[src/rtl/ras_ckpt_pkg.sv]
// Shared definitions for the checkpointed return-address stack.
// The predictor op encoding and the checkpoint count from the core configuration.
package ras_ckpt_pkg;

    typedef enum logic [1:0] {
        RAS_NONE    = 2'b00,
        RAS_PUSH    = 2'b01,
        RAS_POP     = 2'b10,
        RAS_PUSHPOP = 2'b11
    } ras_op_e;

    localparam int CFG_RAS_DEPTH = 2;
    localparam int RAS_NR_CKPT   = 4;

endpackage

[src/rtl/ras_ckpt_alloc.sv]
// Circular checkpoint allocator: head/tail/occupancy with save, release and restore-truncate.
// State changes on the next edge; a save while full is dropped unless a release lands in the same cycle.
module ras_ckpt_alloc #(
    parameter int NR = 4
) (
    input  logic                  clk_i,
    input  logic                  rst_ni,
    input  logic                  flush_i,
    input  logic                  save_i,
    input  logic                  release_i,
    input  logic                  restore_i,
    input  logic [$clog2(NR)-1:0] restore_id_i,
    output logic [$clog2(NR)-1:0] head_o,
    output logic                  full_o,
    output logic                  save_ok_o
);
    localparam int IW = $clog2(NR);
    localparam int OW = IW + 1;

    logic [IW-1:0] r_head, r_tail;
    logic [OW-1:0] r_occ;
    logic          r_full;

    logic [IW-1:0] w_head_n, w_tail_n, w_diff;
    logic [OW-1:0] w_occ_n;
    logic          w_rel;

    assign w_rel     = release_i && !flush_i && (r_occ != '0);
    assign save_ok_o = save_i && !flush_i && !restore_i && ((r_occ != OW'(NR)) || w_rel);
    assign w_tail_n  = r_tail + IW'(w_rel);
    assign w_diff    = restore_id_i - w_tail_n;

    always_comb begin
        w_head_n = r_head;
        w_occ_n  = r_occ;
        if (flush_i) begin
            w_head_n = '0;
            w_occ_n  = '0;
        end else if (restore_i) begin
            // Release is applied first, so truncation is measured from the new tail.
            w_head_n = restore_id_i;
            w_occ_n  = {1'b0, w_diff};
        end else begin
            w_head_n = r_head + IW'(save_ok_o);
            w_occ_n  = r_occ + OW'(save_ok_o) - OW'(w_rel);
        end
    end

    always_ff @(posedge clk_i or negedge rst_ni) begin
        if (!rst_ni) begin
            r_head <= '0;
            r_tail <= '0;
            r_occ  <= '0;
            r_full <= 1'b0;
        end else begin
            r_head <= w_head_n;
            r_tail <= flush_i ? '0 : w_tail_n;
            r_occ  <= w_occ_n;
            r_full <= (w_occ_n == OW'(NR));
        end
    end

    assign head_o = r_head;
    assign full_o = r_full;

    logic [IW-1:0] w_dist;
    assign w_dist = restore_id_i - r_tail;

    assert property (@(posedge clk_i) disable iff (!rst_ni)
        (restore_i && !flush_i) |-> ({1'b0, w_dist} < r_occ));
    assert property (@(posedge clk_i) disable iff (!rst_ni)
        (restore_i && !flush_i && release_i) |-> (restore_id_i != r_tail));

endmodule

[src/rtl/ras_ckpt.sv]
// Circular return-address stack with speculative checkpoints for misprediction rollback.
// Outputs reflect state one cycle after a request; no input-to-output path, no backpressure.
module ras_ckpt
    import ras_ckpt_pkg::*;
#(
    parameter int DEPTH   = CFG_RAS_DEPTH,
    parameter int VLEN    = 32,
    parameter int NR_CKPT = RAS_NR_CKPT
) (
    input  logic                       clk_i,
    input  logic                       rst_ni,
    input  logic                       flush_i,
    input  logic                       push_i,
    input  logic                       pop_i,
    input  logic [VLEN-1:0]            data_i,
    output logic [VLEN-1:0]            data_o,
    output logic                       valid_o,
    input  logic                       ckpt_save_i,
    output logic [$clog2(NR_CKPT)-1:0] ckpt_id_o,
    output logic                       ckpt_full_o,
    input  logic                       ckpt_restore_i,
    input  logic [$clog2(NR_CKPT)-1:0] ckpt_restore_id_i,
    input  logic                       ckpt_release_i
);
    localparam int TW = $clog2(DEPTH);
    localparam int CW = $clog2(DEPTH + 1);

    typedef struct packed {
        logic [TW-1:0]   tos;
        logic [CW-1:0]   cnt;
        logic [VLEN-1:0] top;
    } ckpt_t;

    logic [VLEN-1:0] r_stack [DEPTH];
    ckpt_t           r_ckpt  [NR_CKPT];
    logic [TW-1:0]   r_tos;
    logic [CW-1:0]   r_cnt;

    ras_op_e         w_op;
    ckpt_t           w_rst_rec, w_save_rec;
    logic [TW-1:0]   w_tos_inc, w_tos_dec, w_tos_n, w_wr_idx;
    logic [CW-1:0]   w_cnt_n;
    logic [VLEN-1:0] w_wr_dat;
    logic            w_wr_en, w_save_ok;
    logic [$clog2(NR_CKPT)-1:0] w_head;

    assign w_op      = ras_op_e'({pop_i, push_i});
    assign w_tos_inc = (r_tos == TW'(DEPTH - 1)) ? '0 : r_tos + 1'b1;
    assign w_tos_dec = (r_tos == '0) ? TW'(DEPTH - 1) : r_tos - 1'b1;
    assign w_rst_rec = r_ckpt[ckpt_restore_id_i];

    always_comb begin
        w_tos_n  = r_tos;
        w_cnt_n  = r_cnt;
        w_wr_en  = 1'b0;
        w_wr_idx = r_tos;
        w_wr_dat = data_i;
        if (flush_i) begin
            w_tos_n = '0;
            w_cnt_n = '0;
        end else if (ckpt_restore_i) begin
            // Rewrite the saved top: wrong-path pushes may have clobbered that slot.
            w_tos_n  = w_rst_rec.tos;
            w_cnt_n  = w_rst_rec.cnt;
            w_wr_en  = 1'b1;
            w_wr_idx = w_rst_rec.tos;
            w_wr_dat = w_rst_rec.top;
        end else begin
            case (w_op)
                RAS_PUSH: begin
                    w_tos_n  = w_tos_inc;
                    w_cnt_n  = (r_cnt == CW'(DEPTH)) ? r_cnt : r_cnt + 1'b1;
                    w_wr_en  = 1'b1;
                    w_wr_idx = w_tos_inc;
                end
                RAS_POP: begin
                    if (r_cnt != '0) begin
                        w_tos_n = w_tos_dec;
                        w_cnt_n = r_cnt - 1'b1;
                    end
                end
                RAS_PUSHPOP: begin
                    w_cnt_n = (r_cnt == '0) ? CW'(1) : r_cnt;
                    w_wr_en = 1'b1;
                end
                default: ;
            endcase
        end
    end

    always_comb begin
        w_save_rec.tos = w_tos_n;
        w_save_rec.cnt = w_cnt_n;
        w_save_rec.top = w_wr_en ? w_wr_dat : r_stack[w_tos_n];
    end

    ras_ckpt_alloc #(.NR(NR_CKPT)) u_alloc (
        .clk_i        (clk_i),
        .rst_ni       (rst_ni),
        .flush_i      (flush_i),
        .save_i       (ckpt_save_i),
        .release_i    (ckpt_release_i),
        .restore_i    (ckpt_restore_i),
        .restore_id_i (ckpt_restore_id_i),
        .head_o       (w_head),
        .full_o       (ckpt_full_o),
        .save_ok_o    (w_save_ok)
    );

    always_ff @(posedge clk_i or negedge rst_ni) begin
        if (!rst_ni) begin
            r_tos <= '0;
            r_cnt <= '0;
            for (int i = 0; i < DEPTH; i++) r_stack[i] <= '0;
            for (int j = 0; j < NR_CKPT; j++) r_ckpt[j] <= '0;
        end else begin
            r_tos <= w_tos_n;
            r_cnt <= w_cnt_n;
            if (w_wr_en) r_stack[w_wr_idx] <= w_wr_dat;
            if (w_save_ok) r_ckpt[w_head] <= w_save_rec;
        end
    end

    assign data_o    = r_stack[r_tos];
    assign valid_o   = (r_cnt != '0);
    assign ckpt_id_o = w_head;

endmodule

[config.mk]
export PLATFORM = sky130hd
export DESIGN_NAME = ras_ckpt
export DESIGN_NICKNAME = d
export VERILOG_FILES = /design/src/rtl/ras_ckpt_pkg.sv /design/src/rtl/ras_ckpt_alloc.sv /design/src/rtl/ras_ckpt.sv
export SDC_FILE = /design/constraint.sdc
export NUM_CORES = 1
export LEC_CHECK = 0
export CAP_MARGIN = 10
export CORE_MARGIN = 8
export CORE_UTILIZATION = 35
export CTS_CLUSTER_DIAMETER = 120
export DETAILED_ROUTE_END_ITERATION = 10
export HOLD_SLACK_MARGIN = 0.15
export SYNTH_ARGS = -nofsm -noshare
export SYNTH_HDL_FRONTEND = slang
export SYNTH_SLANG_ARGS = --single-unit
[constraint.sdc]
create_clock -name clk_i -period 3 [get_ports clk_i]
set_clock_uncertainty 0.15 [all_clocks]
set_input_delay 0.3 -clock clk_i [delete_from_list [all_inputs] [get_ports clk_i]]
set_output_delay 0.3 -clock clk_i [all_outputs]
set_load 0.02 [all_outputs]
==> results_dict.tcl, run 1 <==
set metrics [dict create \
    power_density_nw_per_um2 709 \
    holdWs_ns 0.177 \
    clk_path_buf_depth 3 \
    track_usage_pct 16.9 \
    crit_fanout 32 \
    gr-total-overflow 0 \
    final.setup.tns_ns 0 \
    grt_pass1_vias 9041 \
    synth-edff-count 0 \
    drc_errors 0 \
    htreeDepth 1 \
    drv_cap 0 \
    fmax_mhz 344 \
    power_leakage_nw 5.72 \
    synth_top_flop_cell "dfrtp_1" \
    die_w_um 195 \
    ant_nets 0 \
    dp_cells 1577 \
    peakVddDrop_uv 391 \
    path_clk_slew_ns 0.06 \
    start_kind "flip-flop" \
    synth_area_um2 11200 \
    first_pass_iters 5 \
    area_delta_synth_final_pct 20.8 \
    cts.sinks 215 \
    critPathCaptureType "output port" \
    ys_ff_latch 215 \
    postRouteWirelength_um 32400 \
    synthCells 1135 \
    finalNetCount 1259 \
    post-route-util_pct 42.9 \
    ys_types 47 \
    cts_inserted_buffers 24 \
    status "finished, final reports clean" \
    finalSetupViolations 0 \
    layout_common_cells "263 x nand2_1, 214 x dfrtp_1, 84 x o21ai_0, 74 x clkdlybuf4s50_1, 62 x o211ai_1" \
    seq_area_frac_synth_pct 48.1 \
    chipHeight_um 195 \
    slew_headroom_pct 55.7 \
    hpwl_um 19900 \
    synth_nets 1192 \
    synth_top_family_by_area "compound AO/OA/AOI/OAI gates" \
    grt_pass1_wl_um 52100 \
    fp-row-count 65 \
    fin_crit_sh_pct 96.8 \
    gp_congestion 0.749 \
    p_total_mw 9.57 \
    syn_area_per_cell_um2 9.85 \
    max_slew.worst_pin.slew_ns 0.656 \
    diodes 0 \
    synth_compound_area_share_pct 17.4 \
    wl_per_cell_um 20.0 \
    cp_data_required_time_ns 2.55 \
    ios 78 \
    io_buffer_count 77 \
    core_area_um2 31500 \
    netlist.area_leader.share_pct 48.1 \
    drtIter0Drc 710 \
    slew_viol_final 0 \
    postSynth.asyncResetShare_pct 100 \
    synthTopCellsByArea "dfrtp_1 48%, nand2_1 8.9%, mux4_2 7.1%" \
    start_util_pct 35.5 \
    grt_max_degree 68 \
    root_buffer "clkbuf_16" \
    synthAdderAreaFrac_pct 1.75 \
    stdcell_count 1621 \
    rrSetupSlack_ns 0.16 \
    synth_xor_area_share_pct 0.548 \
    drive_gt1_share_pct 16.7 \
    dieArea_um2 37900 \
    via_per_inst 5.42 \
    rsz0062_at_grt "no" \
    final_hold_viol_count 0 \
    synth_mux_area_share_pct 13.0 \
    yosys_warnings 0 \
    via_count 8779 \
    crit_type "reg -> out" \
    yosys.area_share.simple_pct 14.5 \
    synth_area_leader_cell "dfrtp_1" \
    period_needed_ns 2.91 \
    hp-class "in -> async" \
    critPathArrivalTime_ns 2.46 \
    final_common_cell "nand2_1" \
    antenna_found_initial 0 \
    cts_tree "yes" \
    clk_latency_ns 0.52 \
]
==> final cells by class <==
cell class	instances	area (um^2)
Tap cell	402	503
Fill cell	2937	18000
Timing Repair Buffer	132	1380
Clock buffer	36	727
Multi-Input combinational cell	797	5360
Sequential cell	215	5380
Inverter	32	120
Clock inverter	7	35.0
==> metrics by stage <==
| stage | area [um^2] | setup slack (ns) |
|---|---|---|
| 6_report | 13500 | 0.0948 |
| 3_5_place_dp | 12700 | -0.0280 |
| 5_1_grt | 13500 | 0.00706 |
| 2_1_floorplan | 11200 | 0.00773 |
| 3_3_place_gp | 12700 | 0.0641 |
| 4_1_cts | 13500 | 0.0335 |
==> cell usage after synthesis, drive strengths merged (2+ instances only) <==
| cell type | n |
|---|---|
| nand3 | 61 |
| o21ai | 120 |
| xnor2 | 5 |
| xor2 | 2 |
| nor3 | 5 |
| clkbuf | 57 |
| mux2i | 31 |
| nor2 | 51 |
| a21oi | 36 |
| o211ai | 64 |
| inv | 32 |
| nand2b | 2 |
| a31oi | 10 |
| o31ai | 4 |
| a2bb2oi | 5 |
| or2 | 2 |
| buf | 34 |
| nor3b | 2 |
| nor4b | 2 |
| dfrtp | 215 |
| ha | 14 |
| nand2 | 265 |
| mux4 | 35 |
| a211oi | 35 |
| nor2b | 3 |
| mux2 | 32 |
==> routing by layer <==
metal  vias up  share of wire, %  global-route usage (%)
met1      4359                46                    23.4
met5         -                 0                       0
li1       4124                 -                       -
met2       248                46                    27.2
met4         0               1.9                    4.46
met3        48               5.7                    2.56
==> where the power goes <==
part           switching (mW)  internal [mW]  total [mW]
logic                    1.29           1.19        2.48
clock network            1.19           1.67        2.86
registers               0.545           3.68        4.23
==> flip-flops by register name, summed over array words and instances, names as in the netlist <==
name            count
u_alloc.full_o      1
r_ckpt            140
u_alloc.r_tail      2
r_tos               1
u_alloc.r_occ       3
r_cnt               2
u_alloc.head_o      2
r_stack            64
==> cell families after synthesis <==
family                     after synthesis
buffers and inverters                  123
xor gates and xnor gates                 7
adders and majority gates               15
AOI/OAI and AO/OA                      281
muxes                                   98
DFF                                    215
and+or+nand+nor                        396
==> path summary, 6_finish.rpt <==
kind | from | endpoint | cells after the start
max in group asynchronous | rst_ni | r_stack[57]$_DFFE_PN0P_ | 3
worst min register to register | r_ckpt[37]$_DFFE_PN0P_ | r_ckpt[37]$_DFFE_PN0P_ | 2
worst max register to register | u_alloc.r_occ[1]$_DFF_PN0_ | u_alloc.full_o$_DFF_PN0_ | 12
worst max-delay path | r_tos$_DFF_PN0_ | data_o[17] | 3
min in group clk_i | r_ckpt[37]$_DFFE_PN0P_ | r_ckpt[37]$_DFFE_PN0P_ | 2
worst min-delay path | rst_ni | r_ckpt[121]$_DFFE_PN0P_ | 2
==> timing repair <==
action | in CTS | in global routing
endpoints found under the setup margin | 0 | 1
buffers inserted | 0 | 0
resized for setup | 0 | 3
hold buffers | 1 | 0
hold endpoints to repair | 185 | 0
==> worst max-delay path: stages (launching register included) <==
cell and delay (ns):
dfrtp_2 0.51, buf_4 0.29, o21ai_0 0.43, clkdlybuf4s50_1 0.69
No activity file was read; power rests on OpenSTA's default activity.
==> inputs of run 2 (changes only) <==
--- a/config.mk
+++ b/config.mk
@@ -11,6 +11,7 @@
 export CTS_CLUSTER_DIAMETER = 120
 export DETAILED_ROUTE_END_ITERATION = 10
 export HOLD_SLACK_MARGIN = 0.15
+export PLACE_DENSITY = 0.64
 export SYNTH_ARGS = -nofsm -noshare
 export SYNTH_HDL_FRONTEND = slang
 export SYNTH_SLANG_ARGS = --single-unit
==> results_dict.tcl, run 2 (same netlist as run 1, synthesis figures left out) <==
set metrics [dict create \
    clk_latency_ns 0.51 \
    holdWs_ns 0.209 \
    clk_path_buf_depth 3 \
    critPathArrivalTime_ns 2.40 \
    peakVddDrop_uv 459 \
    ios 78 \
    drt-met1-wl_um 14700 \
    track_usage_pct 16.6 \
    grt_pass1_wl_um 51400 \
    postPlaceCellArea_um2 12700 \
    worst_r2r_path_depth 12 \
    first_pass_iters 5 \
    slew_headroom_pct 56.4 \
    dieArea_um2 37900 \
    design_area_um2 13600 \
    area_delta_synth_final_pct 21.4 \
    drtIter0Drc 568 \
    finalWorstSetupSlack_ns 0.154 \
    top_register "r_ckpt" \
    start_kind "flip-flop" \
    gp_congestion 0.782 \
    route.met2.wl_um 14600 \
    layout_common_cells "263 x nand2_1, 214 x dfrtp_1, 84 x o21ai_0, 74 x clkdlybuf4s50_1, 62 x o211ai_1" \
    drv_cap 0 \
    p_sw_share_pct 31.4 \
    die_w_um 195 \
    cts_tree "yes" \
    cpLargestDelayFamily "buffers and inverters" \
    worst_path_max_delay_cell "clkdlybuf4s50_1" \
    status "finished, final reports clean" \
    final_common_cell "nand2_1" \
    grt_max_degree 76 \
    via_count 8845 \
    slew_viol_final 0 \
    fp-row-count 65 \
    via_per_inst 5.46 \
    crit_type "reg -> out" \
    drive_gt1_share_pct 16.3 \
    antenna_found_initial 0 \
    wl_per_cell_um 19.5 \
    highest_layer "met4" \
    r2r_end "u_alloc.full_o$_DFF_PN0_" \
    root_buffer "clkbuf_16" \
    cts_inserted_buffers 24 \
    finalNetCount 1257 \
    startpoint "r_tos$_DFF_PN0_" \
    max_slew.worst_pin.slew_ns 0.651 \
    p_sw_mw 3.03 \
    drc_errors 0 \
    io_buffer_count 77 \
    ant_nets 0 \
    combPwrFrac_pct 25.8 \
    rsz0062_at_grt "no" \
    critPathCaptureType "output port" \
    largest_reg_flops 140 \
    power_density_nw_per_um2 710 \
    postRouteWirelength_um 31700 \
    diodes 0 \
    rrSetupSlack_ns 0.16 \
    crit_path_max_incr_delay_ns 0.56 \
    path_cells "buf_4, mux2_2, clkdlybuf4s50_1" \
    power_leakage_nw 5.72 \
    chipHeight_um 195 \
    p_total_mw 9.64 \
    clkPwrFrac_pct 30.4 \
    dp_slack_ns -0.0152 \
    core_area_um2 31500 \
    grt_pass1_vias 8978 \
    htreeDepth 1 \
    routed-wl-met3_um 1560 \
    fin_crit_sh_pct 94.9 \
    period_needed_ns 2.85 \
    cp_data_required_time_ns 2.55 \
    finalSetupViolations 0 \
    gr-total-overflow 0 \
    cts.sinks 215 \
    p_int_mw 6.61 \
    start_util_pct 35.5 \
    fmax_mhz 351 \
    p_seq_share_pct 43.8 \
    reg.largest.list "r_ckpt: 140 flops, r_stack: 64 flops, u_alloc.r_occ: 3 flops" \
    hp-class "in -> async" \
    path_clk_slew_ns 0.06 \
    critPathBufInv 2 \
    hpwl_um 19700 \
    final_hold_viol_count 0 \
    r2r_start "u_alloc.r_occ[1]$_DFF_PN0_" \
    crit_fanout 22 \
]
-- run 2: cell types whose count changed in the layout (fill, tap and decap cells not counted), sizes merged --
cell and delta:
buf -3, clkinv -2, clkinvlp +2, bufinv +1
dlygate4sd3 +1
-- run 2: timing repair --
action	4_1_cts	5_1_grt
buffers inserted	0	2
endpoints found under the hold margin	106	0
hold buffers	2	0
endpoints found under the setup margin	0	1
gates resized for setup	0	3
-- run 2: worst register-to-register path: cells and delay by family, from the launching register on --
| family | cells | cell delay [ns] |
|---|---|---|
| buf+inv | 2 | 0.11 |
| fa+ha+maj | 3 | 0.73 |
| xor+xnor | 2 | 0.29 |
| simple gates | 5 | 1.11 |
| flops | 1 | 0.39 |
-- run 2: metrics by stage --
step / cells / utilization (%) / TNS (ns)
floorplan: 1135 / - / 0
global placement: 1572 / 40.5 / 0
detailed placement: 1572 / 40.5 / -0.0152
CTS: 1618 / 43.0 / 0
global route: 1620 / 43.1 / 0
finish: 1620 / 43.1 / 0
-- run 2: per-layer routing --
metal  track usage (%)  vias up
met3              2.40       57
met1              23.0     4414
met5                 0        -
li1                  -     4133
met2              26.5      241
met4              5.31        0
-- run 2: final cells by class --
type	instances	area [um^2]
timing repair buffer	130	1420
tap	402	503
clock inverter	8	73.8
fill	2942	17900
sequential	215	5380
inverter	32	120
clock buffer	36	717
multi-input combinational	797	5360
-- run 2: worst max path at each step --
stage,slack (ns),cells after the start,to
final,0.15,3,data_o[23]
after CTS,0.03,12,u_alloc.full_o$_DFF_PN0_
after floorplan,0.008,13,u_alloc.full_o$_DFF_PN0_
after detailed placement,-0.02,13,u_alloc.full_o$_DFF_PN0_
after global routing,0.02,12,u_alloc.full_o$_DFF_PN0_
after global placement,0.07,13,u_alloc.full_o$_DFF_PN0_
-- run 2: power by group through the flow --
stage               sequential, mW  clock, mW  combinational (mW)
floorplan                     4.11          0                1.68
global placement              4.23          0                2.43
detailed placement            4.26          0                2.49
CTS                           4.21       2.99                2.51
global route                  4.32       3.11                2.77
finish                        4.23       2.93                2.48
